## src/rtl/npc_pkg.sv

```systemverilog
// Shared fetch-stage types and constants: FSM state encoding, reset PC, address width.
// Imported by the fetch top and its control FSM.
package npc_pkg;

  localparam int          XLEN          = 64;
  localparam logic [63:0] RESET_PC_DFLT = 64'h8000_0000;
  localparam logic [31:0] INST_EBREAK   = 32'h0010_0073;

  typedef enum logic [2:0] {
    IDLE,
    REQ,
    WAIT,
    HOLD,
    FLUSH,
    HALT
  } ifu_state_t;

endpackage

```

## src/rtl/ifu_ctrl.sv

```systemverilog
// Fetch FSM next-state/output decode; purely combinational, registers live in ifu_fetch.
// Request stalls in REQ until req_ready; an instruction is held in HOLD until inst_ready.
module ifu_ctrl
  import npc_pkg::*;
(
  input  ifu_state_t state,
  input  logic       stop,
  input  logic       req_ready,
  input  logic       resp_valid,
  input  logic       inst_ready,
  input  logic       redirect_valid,
  output ifu_state_t next_state,
  output logic       req_valid,
  output logic       inst_valid,
  output logic       halted,
  output logic       capture,
  output logic       deliver,
  output logic       pc_redirect,
  output logic       pc_advance
);

  ifu_state_t after_xfer;

  assign req_valid  = (state == REQ);
  assign inst_valid = (state == HOLD);
  assign halted     = (state == HALT);

  // Where to go once nothing is outstanding: a pending halt beats a new request.
  assign after_xfer = stop ? HALT : REQ;

  always_comb begin
    next_state  = state;
    capture     = 1'b0;
    deliver     = 1'b0;
    pc_redirect = redirect_valid && (state != HALT);
    case (state)
      IDLE:  next_state = REQ;
      REQ: begin
        if (req_ready)  next_state = redirect_valid ? FLUSH : WAIT;
        else if (stop)  next_state = HALT;
      end
      WAIT: begin
        if (redirect_valid) begin
          next_state = resp_valid ? after_xfer : FLUSH;
        end else if (resp_valid) begin
          capture    = 1'b1;
          next_state = HOLD;
        end
      end
      HOLD: begin
        if (inst_ready) begin
          deliver    = 1'b1;
          next_state = after_xfer;
        end else if (redirect_valid) begin
          next_state = after_xfer;
        end
      end
      FLUSH: if (resp_valid) next_state = after_xfer;
      HALT:  next_state = HALT;
      default: next_state = IDLE;
    endcase
    // A delivery in the same cycle as a redirect still counts, but the PC follows the redirect.
    pc_advance = deliver && !redirect_valid;
  end

endmodule

```

## src/rtl/ifu_fetch.sv

```systemverilog
// Fetch stage: owns the PC, one outstanding memory fetch, one-entry buffer to decode.
// Best case one instruction per 3 cycles; stalls on req_ready, waits on resp_valid, holds on inst_ready.
module ifu_fetch #(
  parameter int          XLEN     = npc_pkg::XLEN,
  parameter logic [63:0] RESET_PC = npc_pkg::RESET_PC_DFLT
) (
  input  logic            clk,
  input  logic            rst,
  output logic            req_valid,
  input  logic            req_ready,
  output logic [XLEN-1:0] req_addr,
  input  logic            resp_valid,
  input  logic [31:0]     resp_data,
  output logic            inst_valid,
  input  logic            inst_ready,
  output logic [31:0]     inst,
  output logic [XLEN-1:0] inst_pc,
  input  logic            redirect_valid,
  input  logic [XLEN-1:0] redirect_pc,
  input  logic            halt,
  output logic            halted,
  output logic [63:0]     fetch_cnt
);
  import npc_pkg::*;

  ifu_state_t      state;
  ifu_state_t      next_state;
  logic [XLEN-1:0] pc;
  logic            halt_pend;
  logic            capture;
  logic            deliver;
  logic            pc_redirect;
  logic            pc_advance;

  assign req_addr = pc;

  ifu_ctrl u_ctrl (
    .state          (state),
    .stop           (halt | halt_pend),
    .req_ready      (req_ready),
    .resp_valid     (resp_valid),
    .inst_ready     (inst_ready),
    .redirect_valid (redirect_valid),
    .next_state     (next_state),
    .req_valid      (req_valid),
    .inst_valid     (inst_valid),
    .halted         (halted),
    .capture        (capture),
    .deliver        (deliver),
    .pc_redirect    (pc_redirect),
    .pc_advance     (pc_advance)
  );

  always_ff @(posedge clk) begin
    if (!rst) begin
      state     <= IDLE;
      pc        <= RESET_PC[XLEN-1:0];
      halt_pend <= 1'b0;
      inst      <= 32'd0;
      inst_pc   <= '0;
      fetch_cnt <= 64'd0;
    end else begin
      state     <= next_state;
      halt_pend <= halt_pend | halt;
      // Redirect targets are word aligned; the low two bits are discarded.
      if (pc_redirect)     pc <= redirect_pc & ~XLEN'(3);
      else if (pc_advance) pc <= pc + XLEN'(4);
      if (capture) begin
        inst    <= resp_data;
        inst_pc <= pc;
      end
      if (deliver) fetch_cnt <= fetch_cnt + 64'd1;
    end
  end

endmodule
```

## config.mk

```make
export PLATFORM = sky130hd
export DESIGN_NAME = ifu_fetch
export DESIGN_NICKNAME = d
export VERILOG_FILES = /design/src/rtl/npc_pkg.sv /design/src/rtl/ifu_ctrl.sv /design/src/rtl/ifu_fetch.sv
export SDC_FILE = /design/constraint.sdc
export NUM_CORES = 1
export LEC_CHECK = 0
export ABC_AREA = 1
export CORE_ASPECT_RATIO = 1.5
export CORE_UTILIZATION = 25
export DETAILED_ROUTE_END_ITERATION = 8
export GPL_TIMING_DRIVEN = 0
export PLACE_DENSITY = 0.58
export SYNTH_ARGS = -nofsm -noshare
export SYNTH_HDL_FRONTEND = slang
export SYNTH_SLANG_ARGS = --single-unit
```

## constraint.sdc

```tcl
create_clock -name clk -period 2 [get_ports clk]
set_input_delay 0.3 -clock clk [delete_from_list [all_inputs] [get_ports clk]]
set_output_delay 0.3 -clock clk [all_outputs]
set_load 0.05 [all_outputs]
```

# [Yosys cells after proc, flatten, opt, wreduce, memory -nomap -nowiden]
# Index checks and enable logic that the tools add are counted.
[totals] register_bits=228 in_bits=103 out_inout_bits=227 word_cells=46
[op_classes] mux=18 reduce_logical=7 addsub=2 bitwise=2 eq_ne=10
[op_table] op="two-way mux 64 bit" count=2
[op_table] op="adder 64 x 1 -> 64 bit (second input constant)" count=1
[op_table] op="adder 64 x 3 -> 64 bit (second input constant)" count=1
[op_table] op="two-way mux 3 bit" count=10
[op_table] op="case mux 3 bit (6 select lines)" count=1
[op_table] op="equality test 3 x 2 -> 1 bit (second input constant)" count=2
[op_table] op="equality test 3 bit (second input constant)" count=2
[op_table] op="inequality test 3 x 1 -> 1 bit (second input constant)" count=2
[op_table] op="inequality test 3 bit (second input constant)" count=2
[op_table] op="two-way mux 1 bit" count=5
[op_table] op="AND reduction 4 bit" count=1
[op_table] op="equality test 3 x 1 -> 1 bit (second input constant)" count=1
[op_table] op="logical NOT 3 bit" count=1
[op_table] op="logical AND 1 bit" count=2
[op_table] op="inequality test 2 bit (second input constant)" count=1
[op_table] op="nonzero test 2 bit" count=1
[op_table] op="OR reduction 2 bit" count=1
[op_table] op="logical NOT 1 bit" count=1
[op_table] op="NOT 1 bit" count=1
[op_table] op="OR 1 bit" count=1

# [Logic depth before layout (Yosys ltp)]
# Gate-level depths: netlist (run 1).
[logic_depth] word_depth=5 depth_mapped=12

# [Cells and area by module]
# Synthesis (run 1) repeated with hierarchy kept, for this count alone.
[unflattened] hier_cells=1774 area_unflattened_um2=11796.3
[by_module_without_submodules] module="ifu_fetch" seq_area_each_um2=4484.3 area_per_inst_um2=11607.4 n_inst=1 cells_each=1734
[by_module_without_submodules] module="ifu_ctrl" seq_area_each_um2=0.0 area_per_inst_um2=188.9 n_inst=1 cells_each=40

# [Worst setup path after synthesis (run 1)]
# OpenSTA, ideal clock, no wires.
[synth_path] kind="register to register" startpoint="register fetch_cnt[1]" endpoint="register fetch_cnt[62]" synth_period_minus_slack_ns=2.082 arrival_ns=1.955 stages_incl_launch_ff=13 setup_time_ns=0.128 path_buffers=0 slack_ns=-0.082 t_required_ns=1.872 cell_sequence="dfxtp_1 -> ha_1 -> inv_1 -> nor2_1 -> nand3_2 -> nor2_4 -> nand2_1 -> nor2_2 -> nand2_1 -> nor2_1 -> nand3_1 -> nand2_1 -> nor2_1"
[synth_between] elab_chain_len=1
[synth_rtl] item="start, declared" line="ifu_fetch.sv:22" rtl="output logic [63:0] fetch_cnt"
[synth_rtl] item="start signal, assigned" line="ifu_fetch.sv:72" rtl="if (deliver) fetch_cnt <= fetch_cnt + 64'd1;"
[synth_rtl] item="adder 64 x 1 -> 64 bit" line="ifu_fetch.sv:72"
# No other way between the ends.
# A chain may end at the register's enable or synchronous reset.

# [Final worst setup path (run 1)]
[layout_path] startpoint="register pc[3], in the netlist req_addr[3]" endpoint="register pc[22], in the netlist req_addr[22]"
[layout_between] elab_chain_len=3
[layout_rtl] item="start, declared" line="ifu_fetch.sv:28" rtl="logic [XLEN-1:0] pc;"
[layout_rtl] item="start signal, assigned" line="ifu_fetch.sv:57" rtl="pc <= RESET_PC[XLEN-1:0];"
[layout_rtl] item="start signal, assigned" line="ifu_fetch.sv:66" rtl="if (pc_redirect) pc <= redirect_pc & ~XLEN'(3);"
[layout_rtl] item="start signal, assigned" line="ifu_fetch.sv:67" rtl="else if (pc_advance) pc <= pc + XLEN'(4);"
[layout_rtl] item="adder 64 x 3 -> 64 bit" line="ifu_fetch.sv:67"
[layout_rtl] item="two-way mux 64 bit" line="ifu_fetch.sv:67"
[layout_rtl] item="two-way mux 64 bit" line="ifu_fetch.sv:66"
# No other way between the ends. The select of a mux whose other input is x is not followed.

==> key figures, run 1 <==
GRT
  – Largest net degree at the start of global routing: 14
  – Vias in the first global route: 14400
  – Total track usage: 24.7%
  – First-pass GRT wire length: 91600 µm
  – GRT overflow: 0
  – Initial antenna violation count: 3

Critical path
  – Max FO, Critical Path: 6
  – Critical Path Max Stage Delay: 0.41 ns
  – Critical-path cell list: ha_4 -> nand2_1 -> nor2_4 -> nand2_2 -> nor2_1 -> nand2_1 -> xnor2_1 -> o21ai_0 -> a21oi_1
  – Worst Path Arrival: 2.37 ns
  – Slowest cell on crit path: dfxtp_4
  – CP dominant cell by count: nand2_1
  – Crit end category: flop
  – Worst Path Class, Setup: flop to flop
  – Worst EP required: 2.41 ns
  – Startpoint class of the critical path: flop

Clock tree
  – Cts bufs inserted: 26
  – CTS Sinks: 224
  – CTS tree: built
  – CTS max path bufs: 3
  – Root buf cell: clkbuf_16
  – Reg clk slew, reported paths: 0.07 ns
  – CTS H-Tree Depth: 1
  – Clock latency on the worst-skew pair: 0.56 ns
  – # hold bufs at CTS: 0

Pwr
  – Leakage power: 0.00780 µW
  – Sw Share: 30.6%
  – Clock share of power: 41.7%
  – Seq pwr share: 42.7%
  – Power per cell area: 641 mW/mm²
  – Comb power frac: 15.6%
  – Maximum VDD drop: 0.563 mV
  – Pint: 7860 µW
  – Net switching power: 3470 µW

Routing
  – Drt pass-1 iters: 6
  – Wirelength, routed: 63600 µm
  – Antenna-violating nets left: 0
  – DR WL/cell: 21.2 µm
  – Via density: 4.93
  – DRC: 0
  – Vias: 14800
  – Initial DRC count: 1156

Finish
  – Area Growth Syn to Fin: 43.9%
  – Final nets: 2437
  – Design area: 0.0177 mm²
  – Non-Filler Instances: 3005
  – Share of layout cells above drive strength 1: 13.5%
  – Post-layout util: 36.4%

STA
  – Least-Margin Pin Slew: 0.890 ns
  – Final Hold Fails: 0
  – Period minus WS final: 1.96 ns
  – RSZ-0062 raised after global routing: true
  – Max-slew headroom: 40.7%
  – Final setup vio count: 0
  – Slew Viols, Final: 0
  – Period utilization: 98.0%
  – Fmax achieved: 0.510 GHz
  – Post-route clock skew: 0.0163 ns

Flow run
  – Max-Cap Viols: 0

Hold path
  – Worst min-delay path class: input pin to flop

Floorplan
  – Die height: 274 µm
  – Full die area: 0.0501 mm²
  – Die width: 183 µm
  – Rows: 99
  – Placeable Area: 0.0486 mm²
  – Initial Utilization: 25.3%
  – I/O pins: 330

Placed design
  – Routability Congestion: 1.04
  – Placed cell count: 2934
  – PortBufs: 322
  – Placed Area: 0.0163 mm²
  – Detail Placement HPWL: 50600 µm

Logic synthesis
  – Synth Cell Area: 0.0123 mm²
  – YS warnings: 0
  – Synth Flop Type: dfxtp_1
  – Top-count cell post-synth: nand2_1
  – Leading cell types by count after synthesis: nand2_1, nor2_1, dfxtp_1
  – Largest area contributor in the netlist: dfxtp_1
  – Synth top area share: 36.5%
  – Avg Cell Area, Syn: 6.29 µm²
  – Post-synth ARST share: 0%
  – Synth Register Bits: 224
  – Synth area leaders: dfxtp_1, nand2_1, nor2_1, o21ai_0, inv_1
  – Post-Synthesis Cells: 1953
  – Unique masters post-synth: 51
  – Post-synth EDFFs: 0
  – Register area share after synthesis: 36.5%

Status
  – Status: complete, no violations
-- layout by cell type (no fill, tap or decap), types with 33 or more instances in the layout --
| cell | synthesis | routed |
|---|---|---|
| dfxtp_1 | 224 | 175 |
| o21ai_0 | 143 | 138 |
| dfxtp_2 | 0 | 45 |
| nor2_4 | 8 | 33 |
| dlygate4sd2_1 | 0 | 215 |
| nand3_1 | 129 | 121 |
| nor2_1 | 423 | 376 |
| inv_1 | 175 | 173 |
| nor3_1 | 41 | 34 |
| nor2_2 | 17 | 39 |
| clkdlybuf4s50_1 | 0 | 99 |
| buf_4 | 10 | 40 |
| a21oi_1 | 131 | 131 |
| nand2_1 | 441 | 429 |
-- logic make-up (layout without fill, tap and decap cells) --
family | count (synthesis) | in the layout | share of synthesized area [%]
compound gates | 318 | 318 | 13.7
xor+xnor | 14 | 14 | 0.998
buf+inv | 263 | 655 | 8.86
other cells | 1 | 5 | 0.0305
simple gates | 1131 | 1131 | 39.7
fa+ha+maj | 2 | 2 | 0.204
flops | 224 | 224 | 36.5
-- sequential cells by signal (all words and copies together) (netlist names) --
register,count
inst,32
state,3
req_addr,62
fetch_cnt,64
inst_pc,62
halt_pend,1
-- power by group through the flow --
stage	sequential (µW)	combinational (µW)	clock, µW
3_3_place_gp	4920	1770	0
5_1_grt	4850	1860	5020
6_report	4840	1760	4730
2_1_floorplan	5210	612	0
3_5_place_dp	4920	1780	0
4_1_cts	4830	1720	4850
-- final timing paths --
path / endpoint / from / slack [ns] / depth (start not counted)
max: req_addr[22]$_SDFFE_PN0P_ / req_addr[3]$_SDFFE_PN0P_ / 0.04 / 9
min: state[2]$_SDFFE_PN0P_ / redirect_valid / 0.32 / 5
max reg2reg: req_addr[22]$_SDFFE_PN0P_ / req_addr[3]$_SDFFE_PN0P_ / 0.04 / 9
min reg2reg: halt_pend$_SDFF_PN0_ / halt_pend$_SDFF_PN0_ / 0.45 / 2
-- area by class of cell --
type / count / area, µm²
plain buffers: 80 / 460
flip-flops and latches: 224 / 4560
clock inverters: 6 / 73.8
inverters: 183 / 691
repair buffers: 348 / 3150
clock buffers: 38 / 746
well taps: 656 / 821
fillers: 5415 / 30900
multi-input cells: 1469 / 7180
diodes: 1 / 2.50
-- routing by layer --
layer  vias up  GRT usage, %  routed length, µm
met1      6930          26.2              23100
met3       177          3.37               3670
met5         -             0                 11
li1       7056             -                  -
met2       656          45.4              32400
met4         2          16.0               4400
-- repair_timing --
action                                  in CTS  in global routing
pin swaps                                    9                 14
resized for setup                          320                135
endpoints found under the setup margin     346                153
buffers inserted                            10                 16
-- worst max-delay path: cells and delay by family (launching register included) --
family	cells	cell delay [ns]
AOI/OAI and AO/OA	2	0.24
xor gates and xnor gates	1	0.15
and+or+nand+nor	5	0.83
adders and majority gates	1	0.18
DFF	1	0.41
-- through the flow --
stage / worst slack, ns / hold slack (ns) / TNS, ns / power, µW
floorplan: 0.0297 / 0.422 / 0 / 5820
global placement: -0.809 / 0.439 / -72.97 / 6690
detailed placement: -0.785 / 0.437 / -75.71 / 6700
CTS: 0.000350 / 0.289 / 0 / 11400
global route: -0.0337 / 0.329 / -0.133 / 11700
finish: 0.0406 / 0.317 / 0 / 11300
(Power assumes the default switching activity.)
==> inputs of run 2 (changes only) <==
--- a/config.mk
+++ b/config.mk
@@ -6,7 +6,9 @@
 export NUM_CORES = 1
 export LEC_CHECK = 0
 export ABC_AREA = 1
+export CAP_MARGIN = 20
 export CORE_ASPECT_RATIO = 1.5
+export CORE_MARGIN = 10
 export CORE_UTILIZATION = 25
 export DETAILED_ROUTE_END_ITERATION = 8
 export GPL_TIMING_DRIVEN = 0
==> run 2 against run 1 <==
  * Global-route usage is 2.7 points lower
  * First-iteration DRC count is 2.0% lower
  * Fmax is 1.1% lower
  * Routed wire length is 6.8% higher
  * Critical path depth stayed put
  * Critical path type unchanged
  * Highest routed layer is now met4
==> key figures, run 2 (synthesis results as in run 1) <==
Status
  – Status: complete, no violations

Finish
  – Share of layout cells above drive strength 1: 14.3%
  – Top reg by flops: fetch_cnt
  – Non-Filler Instances: 3021
  – Max reg flops: 64
  – Most common cell after layout, fill and taps aside: nand2_1
  – Area Growth Syn to Fin: 45.3%
  – Filler cells: 5297
  – Most frequent cells in the layout: nand2_1, nor2_1, dlygate4sd2_1
  – Final nets: 2447

Critical path
  – Max FO, Critical Path: 4
  – Startpoint class of the critical path: flop
  – Worst Path Arrival: 2.49 ns
  – Worst Path Class, Setup: flop to flop
  – Critical Path Source: req_addr[3]$_SDFFE_PN0P_
  – Crit end category: flop
  – Reg2Reg Depth: 9
  – Worst EP required: 2.51 ns
  – Crit Reg-Reg Startpoint: req_addr[3]$_SDFFE_PN0P_

Pwr
  – Power per cell area: 653 mW/mm²
  – Maximum VDD drop: 0.635 mV
  – Tot Pwr: 11700 µW
  – Leakage power: 0.00784 µW

Floorplan
  – Rows: 99
  – Full die area: 0.0586 mm²
  – Die width: 201 µm
  – Die height: 292 µm
  – Placeable Area: 0.0487 mm²
  – Initial Utilization: 25.2%
  – I/O pins: 330

Routing
  – Drt pass-1 iters: 5
  – DRC: 0
  – DR WL/cell: 22.5 µm
  – Initial DRC count: 1133
  – Via density: 4.93
  – Antenna-violating nets left: 0
  – Vias: 14900
  – Wirelength, routed: 67900 µm

Hold path
  – Worst min-delay path class: input pin to flop
  – Worst hold stages: 3
  – Min-delay src: redirect_pc[25]

GRT
  – GRT overflow: 0
  – Initial antenna violation count: 3
  – Largest net degree at the start of global routing: 14
  – Vias in the first global route: 14700
  – Total track usage: 22.0%
  – First-pass GRT wire length: 97400 µm

STA
  – Final setup vio count: 0
  – Setup WS post-layout: 0.0194 ns
  – Post-route clock skew: 0.0146 ns
  – Final Hold Fails: 0
  – Slew Viols, Final: 0
  – Least-Margin Pin Slew: 0.919 ns
  – Setup TNS: 0 ns
  – Period utilization: 99.0%
  – Max-slew headroom: 38.8%
  – Hold Slack: 0.302 ns
  – Fmax achieved: 0.505 GHz
  – Period minus WS final: 1.98 ns
  – RSZ-0062 raised after global routing: true

Clock tree
  – Reg clk slew, reported paths: 0.06 ns
  – # hold bufs at CTS: 0
  – CTS max path bufs: 3
  – CTS H-Tree Depth: 1
  – CTS Sinks: 224
  – CTS tree: built
  – Clock latency on the worst-skew pair: 0.57 ns
  – Cts bufs inserted: 26
  – Root buf cell: clkbuf_16

Placed design
  – Place WS: -0.744 ns
  – PortBufs: 322
  – Placed cell count: 2934
  – Routability Congestion: 1.00
  – Detail Placement HPWL: 54300 µm

Flow run
  – Max-Cap Viols: 0
[run 2: repair_timing]
item	CTS	global route
gates resized for setup	355	137
pin swaps	9	24
cloned	0	0
endpoints found under the setup margin	359	178
setup buffers	14	22
[run 2: area by class of cell]
cell class / count / area, µm² / share of cell area [%]
clock inverters: 12 / 134 / 0.750
flip-flops and latches: 224 / 4560 / 25.6
clock buffers: 35 / 734 / 4.11
well taps: 656 / 821 / 4.60
inverters: 183 / 694 / 3.89
plain buffers: 80 / 478 / 2.68
multi-input cells: 1469 / 7160 / 40.1
repair buffers: 358 / 3270 / 18.3
diodes: 4 / 10.0 / 0.0560
[run 2: power breakdown]
part / switching (µW) / total (µW) / leakage [µW] / internal (µW)
sequential: 252 / 4850 / 0.00184 / 4600
combinational: 1240 / 1830 / 0.00558 / 584
clock: 2130 / 4980 / 0.000425 / 2840
[run 2: worst max-delay path, cell delays in order, from the launching register on]
cell	delay (ns)
dfxtp_4	0.37
buf_6	0.10
ha_4	0.15
buf_4	0.12
nand3_1	0.25
nor3_1	0.49
nand3_1	0.13
nand3_1	0.12
nand2_1	0.07
a21oi_1	0.11
[run 2: metal layers]
layer / share of wire, % / global-route usage, % / up-vias
li1: - / - / 7098
met1: 36 / 23.0 / 6928
met2: 51 / 40.4 / 681
met3: 6.4 / 3.99 / 189
met4: 6.8 / 12.7 / 0
met5: 0 / 0 / -
[run 2: through the flow]
stage	instance area [µm²]	util [%]
3_5_place_dp	16300	33.6
5_1_grt	17900	36.7
3_3_place_gp	16300	33.6
6_report	17900	36.7
4_1_cts	17300	35.6
2_1_floorplan	12300	-
[run 2: final timing paths]
path / to / slack [ns]
worst max-delay path: req_addr[54]$_SDFFE_PN0P_ / 0.02
worst min-delay path: req_addr[25]$_SDFFE_PN0P_ / 0.30
worst max register to register: req_addr[54]$_SDFFE_PN0P_ / 0.02
worst min register to register: halt_pend$_SDFF_PN0_ / 0.46
